[config.mk]
export PLATFORM = sky130hd
export DESIGN_NAME = mc_ctrl
export DESIGN_NICKNAME = d
export VERILOG_FILES = /design/src/rtl/mc_ctrl.sv
export SDC_FILE = /design/constraint.sdc
export NUM_CORES = 1
export LEC_CHECK = 0
export CORE_UTILIZATION = 50
export DETAILED_ROUTE_END_ITERATION = 10
export DONT_BUFFER_PORTS = 1
export SLEW_MARGIN = 20
export SYNTH_ARGS = -nofsm -noshare
export SYNTH_HDL_FRONTEND = slang
export SYNTH_SLANG_ARGS = --single-unit
[constraint.sdc]
create_clock -name clk -period 1.9 [get_ports clk]
set_input_delay 0.38 -clock clk [delete_from_list [all_inputs] [get_ports clk]]
set_output_delay 0.38 -clock clk [all_outputs]
set_load 0.005 [all_outputs]
[src/rtl/mc_ctrl.sv]
// Multi-cycle RV32-subset control FSM: sequences FETCH/DECODE/EXEC/MEM/WB, drives ALU selects
// and datapath strobes, and bounds memory waits with an optional timeout.
module mc_ctrl #(
    parameter int unsigned MEM_TIMEOUT = 16
) (
    input  logic        clk,
    input  logic        rst,
    input  logic [31:0] instr,
    input  logic [7:0]  zero,
    input  logic        mem_ready,
    output logic [4:0]  alu_op,
    output logic        alu_src_a,
    output logic [1:0]  alu_src_b,
    output logic        pc_write,
    output logic [1:0]  pc_src,
    output logic        ir_write,
    output logic        mem_read,
    output logic        mem_write,
    output logic        reg_write,
    output logic [1:0]  wb_sel,
    output logic        retire,
    output logic        illegal,
    output logic        bus_err,
    output logic [2:0]  state
);

    typedef enum logic [2:0] {
        ST_FETCH  = 3'd0,
        ST_DECODE = 3'd1,
        ST_EXEC   = 3'd2,
        ST_MEM    = 3'd3,
        ST_WB     = 3'd4
    } state_e;

    localparam logic [4:0] ALU_NOP   = 5'b00000;
    localparam logic [4:0] ALU_LUI   = 5'b00001;
    localparam logic [4:0] ALU_AUIPC = 5'b00010;
    localparam logic [4:0] ALU_ADD   = 5'b00011;
    localparam logic [4:0] ALU_SUB   = 5'b00100;
    localparam logic [4:0] ALU_SLL   = 5'b01000;
    localparam logic [4:0] ALU_SRL   = 5'b01100;
    localparam logic [4:0] ALU_SRA   = 5'b11000;

    localparam logic [6:0] OPC_LUI    = 7'b0110111;
    localparam logic [6:0] OPC_AUIPC  = 7'b0010111;
    localparam logic [6:0] OPC_JAL    = 7'b1101111;
    localparam logic [6:0] OPC_BRANCH = 7'b1100011;
    localparam logic [6:0] OPC_LOAD   = 7'b0000011;
    localparam logic [6:0] OPC_STORE  = 7'b0100011;
    localparam logic [6:0] OPC_OPIMM  = 7'b0010011;
    localparam logic [6:0] OPC_OP     = 7'b0110011;

    localparam int CW = (MEM_TIMEOUT > 1) ? $clog2(MEM_TIMEOUT) : 1;
    localparam logic [CW-1:0] TO_LAST = CW'(MEM_TIMEOUT - 1);

    typedef struct packed {
        logic [4:0] alu_op;
        logic       alu_src_a;
        logic [1:0] alu_src_b;
        logic       pc_write;
        logic [1:0] pc_src;
        logic       ir_write;
        logic       mem_read;
        logic       mem_write;
        logic       reg_write;
        logic [1:0] wb_sel;
        logic       retire;
        logic       illegal;
        logic       bus_err;
        logic [2:0] state;
    } ctrl_t;

    state_e      state_q, state_d;
    logic [CW-1:0] cnt_q, cnt_d;
    ctrl_t       ctrl_s, ctrl_out_s;

    logic [6:0]  opcode_s;
    logic [2:0]  f3_s;
    logic [6:0]  f7_s;
    logic        is_lui_s, is_auipc_s, is_jal_s, is_br_s, is_lw_s, is_sw_s, is_alu_s;
    logic        alu_imm_s, legal_s, timeout_s, waiting_s;
    logic [4:0]  alu_sel_s;
    logic        unused_s;

    assign opcode_s = instr[6:0];
    assign f3_s     = instr[14:12];
    assign f7_s     = instr[31:25];
    assign unused_s = ^{zero[7:1], instr[24:15], instr[11:7]};

    // Instruction classification and ALU operation for OP / OP-IMM
    always_comb begin
        is_lui_s   = 1'b0;
        is_auipc_s = 1'b0;
        is_jal_s   = 1'b0;
        is_br_s    = 1'b0;
        is_lw_s    = 1'b0;
        is_sw_s    = 1'b0;
        is_alu_s   = 1'b0;
        alu_imm_s  = 1'b0;
        alu_sel_s  = ALU_NOP;
        case (opcode_s)
            OPC_LUI:    is_lui_s   = 1'b1;
            OPC_AUIPC:  is_auipc_s = 1'b1;
            OPC_JAL:    is_jal_s   = 1'b1;
            OPC_BRANCH: is_br_s    = (f3_s == 3'b000) || (f3_s == 3'b001);
            OPC_LOAD:   is_lw_s    = (f3_s == 3'b010);
            OPC_STORE:  is_sw_s    = (f3_s == 3'b010);
            OPC_OPIMM: begin
                alu_imm_s = 1'b1;
                case (f3_s)
                    3'b000: begin is_alu_s = 1'b1; alu_sel_s = ALU_ADD; end
                    3'b001: begin is_alu_s = (f7_s == 7'h00); alu_sel_s = ALU_SLL; end
                    3'b101: begin
                        is_alu_s  = (f7_s == 7'h00) || (f7_s == 7'h20);
                        alu_sel_s = f7_s[5] ? ALU_SRA : ALU_SRL;
                    end
                    default: is_alu_s = 1'b0;
                endcase
            end
            OPC_OP: begin
                case (f3_s)
                    3'b000: begin
                        is_alu_s  = (f7_s == 7'h00) || (f7_s == 7'h20);
                        alu_sel_s = f7_s[5] ? ALU_SUB : ALU_ADD;
                    end
                    3'b001: begin is_alu_s = (f7_s == 7'h00); alu_sel_s = ALU_SLL; end
                    3'b101: begin
                        is_alu_s  = (f7_s == 7'h00) || (f7_s == 7'h20);
                        alu_sel_s = f7_s[5] ? ALU_SRA : ALU_SRL;
                    end
                    default: is_alu_s = 1'b0;
                endcase
            end
            default: is_alu_s = 1'b0;
        endcase
        legal_s = is_lui_s | is_auipc_s | is_jal_s | is_br_s | is_lw_s | is_sw_s | is_alu_s;
    end

    assign timeout_s = (MEM_TIMEOUT != 0) && (cnt_q == TO_LAST);
    assign waiting_s = ((state_q == ST_FETCH) || (state_q == ST_MEM)) && !mem_ready && !timeout_s;

    // Next-state and control decode
    always_comb begin
        ctrl_s       = '0;
        ctrl_s.state = state_q;
        state_d      = state_q;
        cnt_d        = waiting_s ? cnt_q + 1'b1 : '0;
        case (state_q)
            ST_FETCH: begin
                ctrl_s.mem_read = 1'b1;
                if (mem_ready) begin
                    ctrl_s.ir_write = 1'b1;
                    ctrl_s.pc_write = 1'b1;
                    state_d         = ST_DECODE;
                end else if (timeout_s) begin
                    ctrl_s.bus_err = 1'b1;
                    state_d        = ST_FETCH;
                end else begin
                    state_d = ST_FETCH;
                end
            end
            ST_DECODE: begin
                if (legal_s) begin
                    state_d = ST_EXEC;
                end else begin
                    ctrl_s.illegal = 1'b1;
                    state_d        = ST_FETCH;
                end
            end
            ST_EXEC: begin
                if (is_lui_s) begin
                    ctrl_s.alu_op    = ALU_LUI;
                    ctrl_s.alu_src_b = 2'd1;
                    state_d          = ST_WB;
                end else if (is_auipc_s) begin
                    ctrl_s.alu_op    = ALU_AUIPC;
                    ctrl_s.alu_src_b = 2'd2;
                    state_d          = ST_WB;
                end else if (is_alu_s) begin
                    ctrl_s.alu_op    = alu_sel_s;
                    ctrl_s.alu_src_b = {1'b0, alu_imm_s};
                    state_d          = ST_WB;
                end else if (is_lw_s || is_sw_s) begin
                    ctrl_s.alu_op    = ALU_ADD;
                    ctrl_s.alu_src_b = 2'd1;
                    state_d          = ST_MEM;
                end else if (is_jal_s) begin
                    ctrl_s.alu_op    = ALU_ADD;
                    ctrl_s.alu_src_a = 1'b1;
                    ctrl_s.alu_src_b = 2'd1;
                    ctrl_s.pc_write  = 1'b1;
                    ctrl_s.pc_src    = 2'd1;
                    state_d          = ST_WB;
                end else if (is_br_s) begin
                    // f3[0] distinguishes bne from beq
                    ctrl_s.alu_op   = ALU_SUB;
                    ctrl_s.pc_write = f3_s[0] ? ~zero[0] : zero[0];
                    ctrl_s.pc_src   = 2'd2;
                    ctrl_s.retire   = 1'b1;
                    state_d         = ST_FETCH;
                end else begin
                    state_d = ST_FETCH;
                end
            end
            ST_MEM: begin
                ctrl_s.alu_op    = ALU_ADD;
                ctrl_s.alu_src_b = 2'd1;
                ctrl_s.mem_read  = is_lw_s;
                ctrl_s.mem_write = ~is_lw_s;
                if (mem_ready) begin
                    ctrl_s.retire = ~is_lw_s;
                    state_d       = is_lw_s ? ST_WB : ST_FETCH;
                end else if (timeout_s) begin
                    ctrl_s.bus_err = 1'b1;
                    state_d        = ST_FETCH;
                end else begin
                    state_d = ST_MEM;
                end
            end
            ST_WB: begin
                ctrl_s.reg_write = 1'b1;
                ctrl_s.wb_sel    = is_lw_s ? 2'd1 : (is_jal_s ? 2'd2 : 2'd0);
                ctrl_s.retire    = 1'b1;
                state_d          = ST_FETCH;
            end
            default: begin
                state_d = ST_FETCH;
                cnt_d   = '0;
            end
        endcase
    end

    // State and wait-counter registers
    always_ff @(posedge clk) begin
        if (rst) begin
            state_q <= ST_FETCH;
            cnt_q   <= '0;
        end else begin
            state_q <= state_d;
            cnt_q   <= cnt_d;
        end
    end

    // Outputs forced quiet while reset is held
    always_comb begin
        if (rst) begin
            ctrl_out_s = '0;
        end else begin
            ctrl_out_s = ctrl_s;
        end
    end

    assign alu_op    = ctrl_out_s.alu_op;
    assign alu_src_a = ctrl_out_s.alu_src_a;
    assign alu_src_b = ctrl_out_s.alu_src_b;
    assign pc_write  = ctrl_out_s.pc_write;
    assign pc_src    = ctrl_out_s.pc_src;
    assign ir_write  = ctrl_out_s.ir_write;
    assign mem_read  = ctrl_out_s.mem_read;
    assign mem_write = ctrl_out_s.mem_write;
    assign reg_write = ctrl_out_s.reg_write;
    assign wb_sel    = ctrl_out_s.wb_sel;
    assign retire    = ctrl_out_s.retire;
    assign illegal   = ctrl_out_s.illegal;
    assign bus_err   = ctrl_out_s.bus_err;
    assign state     = ctrl_out_s.state;

endmodule

Yosys cells after proc, flatten, opt, wreduce, memory -nomap -nowiden. Index checks and enable logic that the tools add are counted.

Bits of input ports: 43. Bits in registers: 7. Output and inout bits: 23.

Equality and inequality tests: 17. Reduce and logical (&&, ||, !) cells: 15. Mux-type cells: 74. Add/sub/neg operators: 1. Bitwise operators: 10.

Operator list (count): 3-bit 2-to-1 mux (19); 5-bit case mux with 3 select lines (2); 1-bit 2-to-1 mux (29); 7-bit by 6-bit equality test with 1-bit output, second input constant (4); 23-bit 2-to-1 mux (1); 5-bit 2-to-1 mux (4); 5-bit case mux with 2 select lines (2); 2-bit 2-to-1 mux (9); 7-bit by 5-bit equality test with 1-bit output, second input constant (2); 7-bit equality test, second input constant (2); 3-bit case mux with 4 select lines (1); 3-bit by 2-bit equality test with 1-bit output, second input constant (3); 1-bit case mux with 2 select lines (4); 7-bit by 2-bit equality test with 1-bit output, second input constant (1); 7-bit logical NOT (1); 3-bit by 1-bit equality test with 1-bit output, second input constant (2); 3-bit equality test, second input constant (2); 3-bit logical NOT (2); 1-bit bitwise OR (6); 1-bit case mux with 3 select lines (2); 5-bit OR reduction (1); 4-bit by 1-bit adder with 4-bit output, second input constant (1); 4-bit equality test, second input constant (1); 1-bit logical OR (4); other kinds (6) (12).

Longest topological paths before layout.
Depth after elaboration: 11. Depth in mapped cells: 6.

Worst setup path before layout. No wires, ideal clock.

Path type: input to output. From: input port instr[5]. To: output port retire. Required time: 1.520 ns. Data arrival time: 1.471 ns. Slack: 0.049 ns. Stages on the path: 6. Cells stage by stage: buf_4 > and4b_1 > nand3_2 > or4_1 > o21a_1 > o21ai_2.

Word-level cells in the longest chain between the ends: 10. Elaborated cells between the ends (all ways): 26. Classes of those cells: eq/ne (8); mux (16); bitwise (1); reduce/logical (1).

Ends and longest elaborated chain: start, declared (RTL line 8) `input logic [31:0] instr,`; 7-bit equality test (RTL line 101) `case (opcode_s)`; 1-bit 2-to-1 mux (RTL line 101); 1-bit 2-to-1 mux (RTL line 194) `end else if (is_br_s) begin`; 1-bit 2-to-1 mux (RTL line 187) `end else if (is_jal_s) begin`; 1-bit 2-to-1 mux (RTL line 183) `end else if (is_lw_s || is_sw_s) begin`; 1-bit 2-to-1 mux (RTL line 179) `end else if (is_alu_s) begin`; 1-bit 2-to-1 mux (RTL line 175) `end else if (is_auipc_s) begin`; 1-bit 2-to-1 mux (RTL line 171) `if (is_lui_s) begin`; 1-bit case mux with 3 select lines (*) (RTL line 148) `case (state_q)`; 23-bit 2-to-1 mux (*) (RTL line 246) `if (rst) begin`; end, declared (RTL line 21) `output logic retire,`.

Every way passes the cells marked *; elsewhere a longest branch is shown, timed or not.

Worst setup path after layout.
From: input port instr[2]. To: output port retire.

Same word-level chain as after synthesis.

==> run metrics <==
area growth from synthesis to layout=16.5%; cts bufs inserted=3; clock sink total=7; post-synthesis xor/xnor area fraction=slightly above 2%; CP arrival=1480 ps; PD cells=around 350 nW/um^2; Synth Area in Compound Gates=25.2%; most frequent cells after synthesis=nor2_1, a21oi_1, nand2_1; Reg2Reg Depth=5; # diodes=0; final WL=2310 um; Synth area leader=dfxtp_1; critical path, cell by cell=nor4_4 -> nand3_2 -> or4_1 -> o21a_1 -> o21ai_2; setup_tns=0 ps; syn nets=165; CP Max Fanout=6; share of the synthesized area in the top cell type=16.4%; mux cell area share after synthesis=0%; CP Launch Type=input pin; Pins Over Slew Limit=0; DP HPWL=1730 um; number of distinct library cells after synthesis=47; fin area=996 sq um; failing checks=design-rule violations; worst r2r dst=cnt_q[3]$_SDFF_PP0_; HP Start=mem_ready; Slowest cell on crit path=or4_1; Final Hold Viols=0; wire length of the first global-routing pass=3690 um; clock slew at reported path FFs=50 ps; outcome=finished, violations left; RSZ-0062 raised after global routing=true; FFs w/ async S/R, synth=0%; Die ar.=1880 sq um; placed inst area=about 900 sq um; H-tree depth reported by CTS=1; Crit Path Class=input pin to output pin; placeable core region=~1600 sq um; total track usage=25.3%; layout cells sized above 1=between 20% and 30%; hold buffer count at CTS=0; Req. time, crit path=~1500 ps; Max Root-Sink Buffers=2; dominant synthesized flop cell=dfxtp_1; Worst Clk Skew=just under 0.7 ps; static leakage=0.346 nW; Synth Instances=121; Worst Hold Class=input pin to flop; I/O Pins=66; Clk Latency, worst-skew pair=approximately 250 ps; main combinational cell family by area after synthesis=simple AND/OR/NAND/NOR gates; M1 WL=1110 um; slack of the critical path=41.2 ps; Worst Hold End=state_q[0]$_SDFF_PP0_; Cell Area, Synth=855 sq um; Synth area leaders=dfxtp_1, nor2_1, a21oi_1, nand2_1, nor2b_1; Via Count=941; critical path's top delay family=simple AND/OR/NAND/NOR gates; drt wl/cell=~16 um; CP peak stage delay=410 ps; initial antenna violation count=0; simple logic cell fraction of the synthesized area=50.4%; Peak VDD IR=0.445 mV; Cell Rows=14; largest net degree at the start of global routing=14; total of max-cap violations=0; max_slew headroom=69.7%; top sig layer=met3; NumNets Final=176; Period minus WS final=1860 ps; vias in the first global route=848; width of the die=43.3 um; Root Buffer=clkbuf_4; I/O Buffers=0; Mean Syn Cell Area=7.06 sq um; Worst Tran Pin Value=between 400 and 500 ps; Max Clk Rate=0.538 GHz; antenna-violating nets left=0; reg-to-reg startpoint=state_q[2]$_SDFF_PP0_; DR WL met2=1040 um; Yosys Warn Count=0; CTS tree=done; starting density of the core=a little over half; GPL Wtd Cong=0.824; WL met3=approximately 170 um; violation count after the first detailed-routing iteration=25; final period utilization=97.8%; Synth Register Bits=7; flop2flop setup slack=570 ps; vias per cell=6.40; TritonRoute pass-1 iters=7; most frequent cell after synthesis=nor2_1; Overflow after GRT=0; Die Y=43.3 um; count of flip-flops with a built-in enable after synthesis=0; Critical Path End Type=output pin; synthesized-area fraction occupied by adder cells=1.46%; hold path depth=2; DRC viols=6; total power=0.346 mW; Final setup viols=0; pre-CTS WS=25.6 ps; final design utilization=63.9%; WP buf/inv=0; Crit. Startpoint=instr[2]; Seq/Total Area, Yosys=16.4%
[logic make-up (layout without fill, tap and decap cells)]
logic type / Yosys count / in the layout
adder cells (fa/ha/maj): 1 / 1
flip-flops: 7 / 7
buffers and inverters: 8 / 18
XOR/XNOR: 2 / 2
AO/OA/AOI/OAI: 31 / 31
AND/OR/NAND/NOR: 72 / 72
[layer usage]
layer  up-vias  global-route usage, %
met1       436                   37.1
met3         0                   8.75
met4         0                   3.75
li1        468                      -
met2        37                   36.7
met5         -                      0
[layout by cell type (no fill, tap or decap), types with 2 or more instances in the layout]
cell type and count:
a21o_1 2, a21oi_1 9, a311oi_1 2, and3_1 2, buf_4 10, clkbuf_4 3, dfxtp_1 4, dfxtp_2 3
inv_1 4, nand2_1 9, nand2b_1 3, nand3_1 6, nand3b_1 2, nand4_1 3, nor2_1 19, nor2b_1 4
nor3_1 3, nor3b_1 2, nor4_4 2, o21a_1 2, o21ai_0 5, o22ai_1 2, or2_2 2, xnor2_1 2
[stage by stage]
step           std cells  hold WS (ps)
2_1_floorplan        121           448
3_3_place_gp         139           466
3_5_place_dp         139           473
4_1_cts              143           261
5_1_grt              147           272
6_report             147           266
[what timing repair did]
action	CTS	global route
buffers inserted	0	4
resized for setup	3	7
pin swaps	0	2
setup endpoints to repair	2	10
[flip-flops by register name, summed over array words and instances, names as in the netlist]
name and cells:
state_q 3, cnt_q 4
[how the worst max path moves through the flow]
stage | endpoint | slack, ps | depth (start not counted)
after floorplan | retire | 50 | 6
after global placement | illegal | 30 | 5
after detailed placement | alu_src_b[0] | 30 | 5
after CTS | retire | 9 | 3
after global routing | retire | -40 | 5
final | retire | 40 | 5
[layout make-up]
class | instances | area (sq um)
inverter | 4 | 15.0
clock buffer | 4 | 26.3
tap | 16 | 20.0
multi-input combinational | 106 | 716
fill | 160 | 563
timing repair buffer | 10 | 75.1
sequential | 7 | 144
[power by group]
group	leakage (nW)	switching, mW	internal, mW	total [mW]
clock network	0.0150	0.0557	0.0802	0.136
registers	0.0582	0.00628	0.150	0.157
logic	0.273	0.0260	0.0279	0.0538
(Power assumes the default switching activity.)
